`src/rtl/elevator_controller.sv`:
```
// Elevator cabin controller: latches floor calls, sweeps in one direction until no calls
// remain ahead, then reverses. Door/engine commands are registered Moore decodes of the state.
module elevator_controller #(
    parameter int BUTTONS_WIDTH = 8,
    parameter int DOOR_DWELL    = 16,
    parameter int TIMEOUT       = 255
) (
    input  logic                             clk,
    input  logic                             reset,
    input  logic [BUTTONS_WIDTH-1:0]         buttons,
    input  logic                             sensor_up,
    input  logic                             sensor_down,
    input  logic [1:0]                       sensor_door,
    output logic [1:0]                       engine,
    output logic [1:0]                       door,
    output logic [$clog2(BUTTONS_WIDTH)-1:0] floor,
    output logic [BUTTONS_WIDTH-1:0]         pending,
    output logic                             fault,
    output logic [2:0]                       state_dbg
);

    localparam int FW = $clog2(BUTTONS_WIDTH);
    localparam int DW = (DOOR_DWELL > 0) ? $clog2(DOOR_DWELL + 1) : 1;
    localparam int TW = (TIMEOUT > 1) ? $clog2(TIMEOUT + 1) : 1;
    localparam logic [FW-1:0] TOP_FLOOR  = FW'(BUTTONS_WIDTH - 1);
    localparam logic [DW-1:0] DWELL_LOAD = DW'(DOOR_DWELL);
    localparam logic [TW-1:0] T_LAST     = TW'(TIMEOUT - 1);

    typedef enum logic [2:0] {
        S_IDLE      = 3'd0,
        S_CLOSING   = 3'd1,
        S_MOVE_UP   = 3'd2,
        S_MOVE_DOWN = 3'd3,
        S_OPENING   = 3'd4,
        S_DWELL     = 3'd5,
        S_FAULT     = 3'd6
    } state_t;

    state_t                  state, state_n;
    logic                    dir, dir_n;   // 1 = up
    logic [FW-1:0]           floor_n, floor_p1, floor_m1;
    logic [BUTTONS_WIDTH-1:0] pending_n, floor_bit, mask, clr;
    logic [DW-1:0]           dcnt, dcnt_n;
    logic [TW-1:0]           tcnt, tcnt_n;
    logic                    any_above, any_below, timed_out, timed_state, floor_pulse;

    assign state_dbg = state;

    always_comb begin
        state_n   = state;
        dir_n     = dir;
        floor_n   = floor;
        dcnt_n    = dcnt;
        mask      = '0;
        clr       = '0;
        any_above = 1'b0;
        any_below = 1'b0;
        floor_p1  = floor + 1'b1;
        floor_m1  = floor - 1'b1;
        floor_bit = {{(BUTTONS_WIDTH-1){1'b0}}, 1'b1} << floor;
        timed_out = (tcnt == T_LAST);
        for (int i = 0; i < BUTTONS_WIDTH; i++) begin
            if (pending[i] && (i > int'(floor))) any_above = 1'b1;
            if (pending[i] && (i < int'(floor))) any_below = 1'b1;
        end

        case (state)
            S_IDLE: begin
                if (pending[floor]) begin
                    state_n = S_OPENING;
                end else if (dir ? any_above : any_below) begin
                    state_n = S_CLOSING;
                end else if (dir ? any_below : any_above) begin
                    dir_n   = ~dir;
                    state_n = S_CLOSING;
                end
            end
            S_CLOSING: begin
                if (sensor_door == 2'd2) state_n = dir ? S_MOVE_UP : S_MOVE_DOWN;
                else if (timed_out)      state_n = S_FAULT;
            end
            S_MOVE_UP: begin
                // Wrong-direction pulse or a crossing past the top means the shaft sensors lie.
                if (sensor_down || (sensor_up && floor == TOP_FLOOR)) begin
                    state_n = S_FAULT;
                end else if (sensor_up) begin
                    floor_n = floor_p1;
                    if (pending[floor_p1]) state_n = S_OPENING;
                end else if (timed_out) begin
                    state_n = S_FAULT;
                end
            end
            S_MOVE_DOWN: begin
                if (sensor_up || (sensor_down && floor == '0)) begin
                    state_n = S_FAULT;
                end else if (sensor_down) begin
                    floor_n = floor_m1;
                    if (pending[floor_m1]) state_n = S_OPENING;
                end else if (timed_out) begin
                    state_n = S_FAULT;
                end
            end
            S_OPENING: begin
                mask = floor_bit;
                if (sensor_door == 2'd1) begin
                    state_n = S_DWELL;
                    clr     = floor_bit;
                    dcnt_n  = DWELL_LOAD;
                end else if (timed_out) begin
                    state_n = S_FAULT;
                end
            end
            S_DWELL: begin
                // A press for this floor keeps the door open longer instead of queuing a call.
                mask = floor_bit;
                if (buttons[floor]) begin
                    dcnt_n = DWELL_LOAD;
                end else if (dcnt <= DW'(1)) begin
                    dcnt_n  = '0;
                    state_n = S_IDLE;
                end else begin
                    dcnt_n = dcnt - 1'b1;
                end
            end
            S_FAULT: mask = '1;
            default: state_n = S_FAULT;
        endcase

        pending_n   = (pending | (buttons & ~mask)) & ~clr;
        timed_state = (state == S_CLOSING) || (state == S_OPENING) ||
                      (state == S_MOVE_UP) || (state == S_MOVE_DOWN);
        floor_pulse = ((state == S_MOVE_UP) || (state == S_MOVE_DOWN)) && (sensor_up || sensor_down);
        if ((state_n != state) || floor_pulse || !timed_state) tcnt_n = '0;
        else                                                   tcnt_n = tcnt + 1'b1;
    end

    always_ff @(posedge clk or negedge reset) begin
        if (!reset) begin
            state   <= S_IDLE;
            dir     <= 1'b1;
            floor   <= '0;
            pending <= '0;
            dcnt    <= '0;
            tcnt    <= '0;
            engine  <= 2'd0;
            door    <= 2'd0;
            fault   <= 1'b0;
        end else begin
            state   <= state_n;
            dir     <= dir_n;
            floor   <= floor_n;
            pending <= pending_n;
            dcnt    <= dcnt_n;
            tcnt    <= tcnt_n;
            engine  <= 2'd0;
            door    <= 2'd0;
            fault   <= 1'b0;
            case (state_n)
                S_CLOSING:   door   <= 2'd2;
                S_OPENING:   door   <= 2'd1;
                S_MOVE_UP:   engine <= 2'd2;
                S_MOVE_DOWN: engine <= 2'd1;
                S_FAULT:     fault  <= 1'b1;
                default:     ;
            endcase
        end
    end

endmodule

```
`config.mk`:
```
export PLATFORM = sky130hd
export DESIGN_NAME = elevator_controller
export DESIGN_NICKNAME = d
export VERILOG_FILES = /design/src/rtl/elevator_controller.sv
export SDC_FILE = /design/constraint.sdc
export NUM_CORES = 1
export LEC_CHECK = 0
export ABC_CLOCK_PERIOD_IN_PS = 3100
export BUFFER_PORTS_ARGS = -buffer_cell sky130_fd_sc_hd__clkbuf_2
export CAP_MARGIN = 15
export CORE_MARGIN = 4
export CORE_UTILIZATION = 58
export DETAILED_ROUTE_END_ITERATION = 7
export PLACE_DENSITY_LB_ADDON = 0.08
export SYNTH_ARGS = -nofsm -noshare
export SYNTH_HDL_FRONTEND = slang
export SYNTH_SLANG_ARGS = --single-unit
```
`constraint.sdc`:
```
create_clock -name clk -period 3.1 [get_ports clk]
set_input_delay 0.62 -clock clk [delete_from_list [all_inputs] [get_ports clk]]
set_output_delay 0.62 -clock clk [all_outputs]
set_load 0.02 [all_outputs]
```
# Yosys cells after proc, flatten, opt, wreduce, memory -nomap -nowiden
# Cells that the tools add are included.
# word_totals
regBits	33
in_bits	14
output_inout_bits	19
word_cells	152
# classes
addsub	4
order_cmp	18
n_eq_ne	21
n_shift	1
mux	56
bitwise_logic	8
reduce_logical	35
# op_table
cell	count
2-to-1 mux 3 bit	18
2-to-1 mux 8 bit	3
2-to-1 mux 1 bit	22
case mux 3 bit (7 select lines)	1
equality test 3 bit, second input constant	6
logical AND 1 bit	17
bitwise AND 8 bit	2
inverter 8 bit	2
case mux 8 bit (2 select lines)	1
2-to-1 mux 5 bit	3
binary-select mux 1 bit (select 3 bit)	4
equality test 3 x 2 -> 1 bit, second input constant	4
greater-than comparator 3 bit, first input constant	4
< comparator 3 x 4 -> 1 bit, second input constant	3
!= test 2 bit, second input constant	5
case mux 5 bit (2 select lines)	1
logical OR 1 bit	9
< comparator 3 bit, first input constant	3
adder 8 x 1 -> 8 bit, second input constant	1
equality test 8 bit, second input constant	1
OR 8 bit	1
case mux 2 bit (2 select lines)	2
left shift 1 x 3 -> 8 bit, first input constant	1
equality test 3 x 1 -> 1 bit, second input constant	2
other kinds (20)	27

# Logic depth before layout (Yosys ltp)
# depth
word_depth	18
ltp_mapped	12
depth_no_buf	10

# Worst setup path before layout
# No wires, ideal clock.
# synth_timing
path_type	register to register
startpoint	register floor[0]
endpoint	register fault
setup_time_ps	144
arrival_time_ps	2494
required_time_ps	2956
slack_ps	462
path_stages_with_launch	12
path_buffers	2
period_less_slack_ps	2638
path_cell_list	dfrtp_1 -> buf_6 -> buf_4 -> inv_2 -> ha_1 -> mux4_2 -> mux2_2 -> nor2_1 -> nand2_1 -> a211oi_2 -> o211ai_2 -> nor3b_1
# synth_between
elab_chain_cells	16
word_cells_on_any_way	73
classes_between	add/sub (2); order compare (14); eq/ne (2); mux (36); reduce/logical (19)
# synth_rtl
element	line	source
start, declared	16	output logic [$clog2(BUTTONS_WIDTH)-1:0] floor,
start signal, assigned	151	floor <= floor_n;
greater-than comparator 1 x 3 -> 1 bit or < comparator 1 x 3 -> 1 bit (tied branches)	63, 64	
logical AND 1 bit, on equally long branches	63, 64	
2-to-1 mux 1 bit, on equally long branches (7 in series)	63, 64	
2-to-1 mux 1 bit	73	end else if (dir ? any_below : any_above) begin
2-to-1 mux 3 bit	73	
2-to-1 mux 3 bit	71	end else if (dir ? any_above : any_below) begin
2-to-1 mux 3 bit	69	if (pending[floor]) begin
case mux 3 bit (7 select lines) (*)	67	case (state)
named net state_n[2]	39	state_t state, state_n;
equality test 3 bit (*)	158	case (state_n)
2-to-1 mux 1 bit (*)	158	
end signal, assigned	147	fault <= 1'b0;
end signal, assigned	157	fault <= 1'b0;
end signal, assigned	163	S_FAULT: fault <= 1'b1;
end, declared	18	output logic fault,
# Mark *: on every way through the listed nets, which the timed path passes. The rest lies on a longest branch. The select of a mux whose other input is x is not followed.
# A chain may end at the register's enable or synchronous reset.

# Final worst setup path
# layout_timing
startpoint	register floor[1]
endpoint	register fault
# The elaborated chain is that of the path after synthesis.

==> flow_metrics.env <==
export IMPL_synth_cell_types=59
export IMPL_synth_cell_area_sq_um=2410
export IMPL_place_congestion=0.880
export IMPL_via_per_inst=6.27
export IMPL_finalCritPeriodShare_pct=87.8
export IMPL_design_area_sq_um=2700
export IMPL_clk_pin_slew_ns=0.07
export IMPL_gr_total_overflow=0
export IMPL_power_uw=969
export IMPL_post_route_drc_count=0
export IMPL_synth_ff_type="dfrtp_1"
export IMPL_hold_path_class="in -> async"
export IMPL_synth_edff_count=0
export IMPL_ant_nets=0
export IMPL_die_area_sq_um=5250
export IMPL_n_fill_cell=349
export IMPL_criticalPathCategory="reg -> reg"
export IMPL_tns_ns=0
export IMPL_layout_setup_ws_ns=0.379
export IMPL_period_minus_slack_ns=2.72
export IMPL_netlist_instances=270
export IMPL_numPortBuffers=32
export IMPL_rrSetupSlack_ns=0.38
export IMPL_routedWlPerCell_um=17.1
export IMPL_numCtsBuffers=5
export IMPL_cp_data_arrival_time_ns=2.87
export IMPL_final_cell_mix="32 x nor2_1, 32 x dfrtp_1, 32 x clkbuf_2"
export IMPL_drt_first_pass_iters=4
export IMPL_yosys_warnings=0
export IMPL_clock_latency_ns=0.29
export IMPL_rr_startpoint="floor[1]$_DFFE_PN0P_"
export IMPL_synth_seq_cells=33
export IMPL_timing_fmax_mhz=367
export IMPL_cts_tree="yes"
export IMPL_post_cts_repair_setup_buffers=0
export IMPL_power_density_nw_per_um2=359
export IMPL_drt_iter0_markers=206
export IMPL_fp_dieH_um=72.5
export IMPL_grt_start_max_net_pins=34
export IMPL_max_cap_violations=0
export IMPL_htree_num_levels=2
export IMPL_crit_fanout=10
export IMPL_slew_violations=0
export IMPL_status="complete, no violations"
export IMPL_endpoint_kind="flip-flop"
export IMPL_r2r_cells=9
export IMPL_async_flop_share_pct=100
export IMPL_hold_buffers=0
export IMPL_place_area_sq_um=2610
export IMPL_post_cts_resize_count=0
export IMPL_initial_core_util_pct=60.3
export IMPL_std_cell_rows=23
export IMPL_clock_skew_ns=0.00165
export IMPL_synth_nets=295
export IMPL_clk_path_buf_depth=2
export IMPL_drt_wl_total_um=6040
export IMPL_fp_dieW_um=72.5
export IMPL_dp_hpwl_um=4440
export IMPL_diodes=0
export IMPL_reg2reg_to="fault$_DFF_PN0_"
export IMPL_syn_area_per_cell_sq_um=8.93
export IMPL_max_slew_worst_pin_slew_ns=0.838
export IMPL_clkSinkCount=33
export IMPL_core_sq_um=4000
export IMPL_layout_drive_gt1_share_pct=22.0
export IMPL_grt_first_pass_wirelength_um=10100
export IMPL_post_place_ws_ns=0.424
export IMPL_rsz0062_at_grt="no"
export IMPL_hold_violations=0
export IMPL_peakVddDrop_mv=0.229
export IMPL_seq_area_frac_synth_pct=34.3
export IMPL_grt_antenna_before_repair=0
export IMPL_syn2layout_area_growth_pct=11.9
export IMPL_worst_setup_path_start_kind="flip-flop"
export IMPL_p_leak_nw=1.18
export IMPL_setup_viol=0
export IMPL_relSlewSlack_pct=44.1
export IMPL_crit_required_ns=3.25
export IMPL_fin_nets=328
export IMPL_cts_root_buffer="clkbuf_8"
export IMPL_grt_usage_pct=24.8
export IMPL_top_level_ports=33
export IMPL_grt_pass1_vias=2028
export IMPL_num_vias=2221
export IMPL_hold_slack_ns=0.412
[worst max path at each step]
| stage | from | end | slack (ns) | cells after the start |
|---|---|---|---|---|
| 3_3_place_gp | floor[1]$_DFFE_PN0P_ | fault$_DFF_PN0_ | 0.46 | 9 |
| 4_1_cts | floor[1]$_DFFE_PN0P_ | fault$_DFF_PN0_ | 0.39 | 9 |
| 5_1_grt | floor[1]$_DFFE_PN0P_ | fault$_DFF_PN0_ | 0.21 | 9 |
| 3_5_place_dp | floor[1]$_DFFE_PN0P_ | fault$_DFF_PN0_ | 0.42 | 9 |
| 6_report | floor[1]$_DFFE_PN0P_ | fault$_DFF_PN0_ | 0.38 | 9 |
| 2_1_floorplan | floor[0]$_DFFE_PN0P_ | fault$_DFF_PN0_ | 0.46 | 11 |
[cells by family (layout without fill, tap and decap cells)]
family / after synthesis / after routing / share of synthesized area [%]
buffers and inverters: 24 / 58 / 4.51
AO/OA/AOI/OAI: 73 / 73 / 20.1
AND/OR/NAND/NOR: 108 / 108 / 23.4
multiplexers: 11 / 11 / 8.30
adder cells (fa/ha/maj): 11 / 11 / 5.71
XOR/XNOR: 10 / 10 / 3.63
flip-flops: 33 / 33 / 34.3
[synth_stat cells (2+ instances only)]
master	n	share of area [%]
nand2b_1	10	2.6
dfrtp_1	32	33
buf_4	2	0.62
clkbuf_1	4	0.62
nand3b_1	2	0.62
nor2_1	32	5.0
ha_1	11	5.7
a211oi_1	2	0.62
a21o_1	2	0.62
and3_1	4	1.0
o22ai_1	4	1.0
inv_1	8	1.2
o21ai_1	13	2.7
nor3_1	3	0.62
nand3_1	14	2.9
inv_2	5	0.78
a21oi_1	15	3.1
or3_1	3	0.78
a21boi_1	3	0.93
mux2i_1	2	0.83
xnor2_1	9	3.3
buf_2	3	0.62
o21ai_0	7	1.5
mux4_2	6	5.6
a31oi_1	12	3.1
nand2_1	17	2.6
nor2b_1	10	2.6
nand4_1	3	0.78
a2111oi_0	2	0.73
[metrics by stage]
stage	cells	util [%]
4_1_cts	354	67.4
5_1_grt	354	67.4
2_1_floorplan	270	-
6_report	354	67.4
3_5_place_dp	346	65.3
3_3_place_gp	346	65.3
[final cells by class]
class                           instances  area [sq um]  share of cell area [%]
Clock buffer                            5          68.8                    2.55
Clock inverter                          3          17.5                   0.649
Inverter                               13          48.8                    1.81
Multi-Input combinational cell        213          1480                    54.7
Sequential cell                        33           827                    30.7
Tap cell                               50          62.6                    2.32
Timing Repair Buffer                   37           198                    7.33
[registers in the layout, summed over array words and instances (netlist names)]
name	flops
pending	8
tcnt	8
dcnt	5
floor	3
state_dbg	3
door	2
engine	2
dir	1
fault	1
[critical path, stage by stage (launching register included)]
cell and delay (ns):
dfrtp_1 0.57, inv_2 0.16, ha_1 0.45, mux4_2 0.33, mux2_2 0.30, nor2_1 0.12
nand2_1 0.09, a211oi_2 0.21, o211ai_2 0.17, nor3b_1 0.18
[where the power goes]
group	leakage (nW)	switching [mW]	internal (mW)
clock	0.0439	0.171	0.155
sequential	0.405	0.0197	0.440
combinational	0.734	0.104	0.0791
[layer usage]
metal  track usage [%]  part of all wire [%]  wire, um  up-vias
met5                 0                     0         0        -
met4              8.40                   1.8       110        0
met3              5.40                   6.6       398       13
met2              37.0                    46      2790       86
met1              35.9                    45      2740     1073
li1                  -                     -         -     1049
Note: power is estimated with default switching activity, not from simulation.
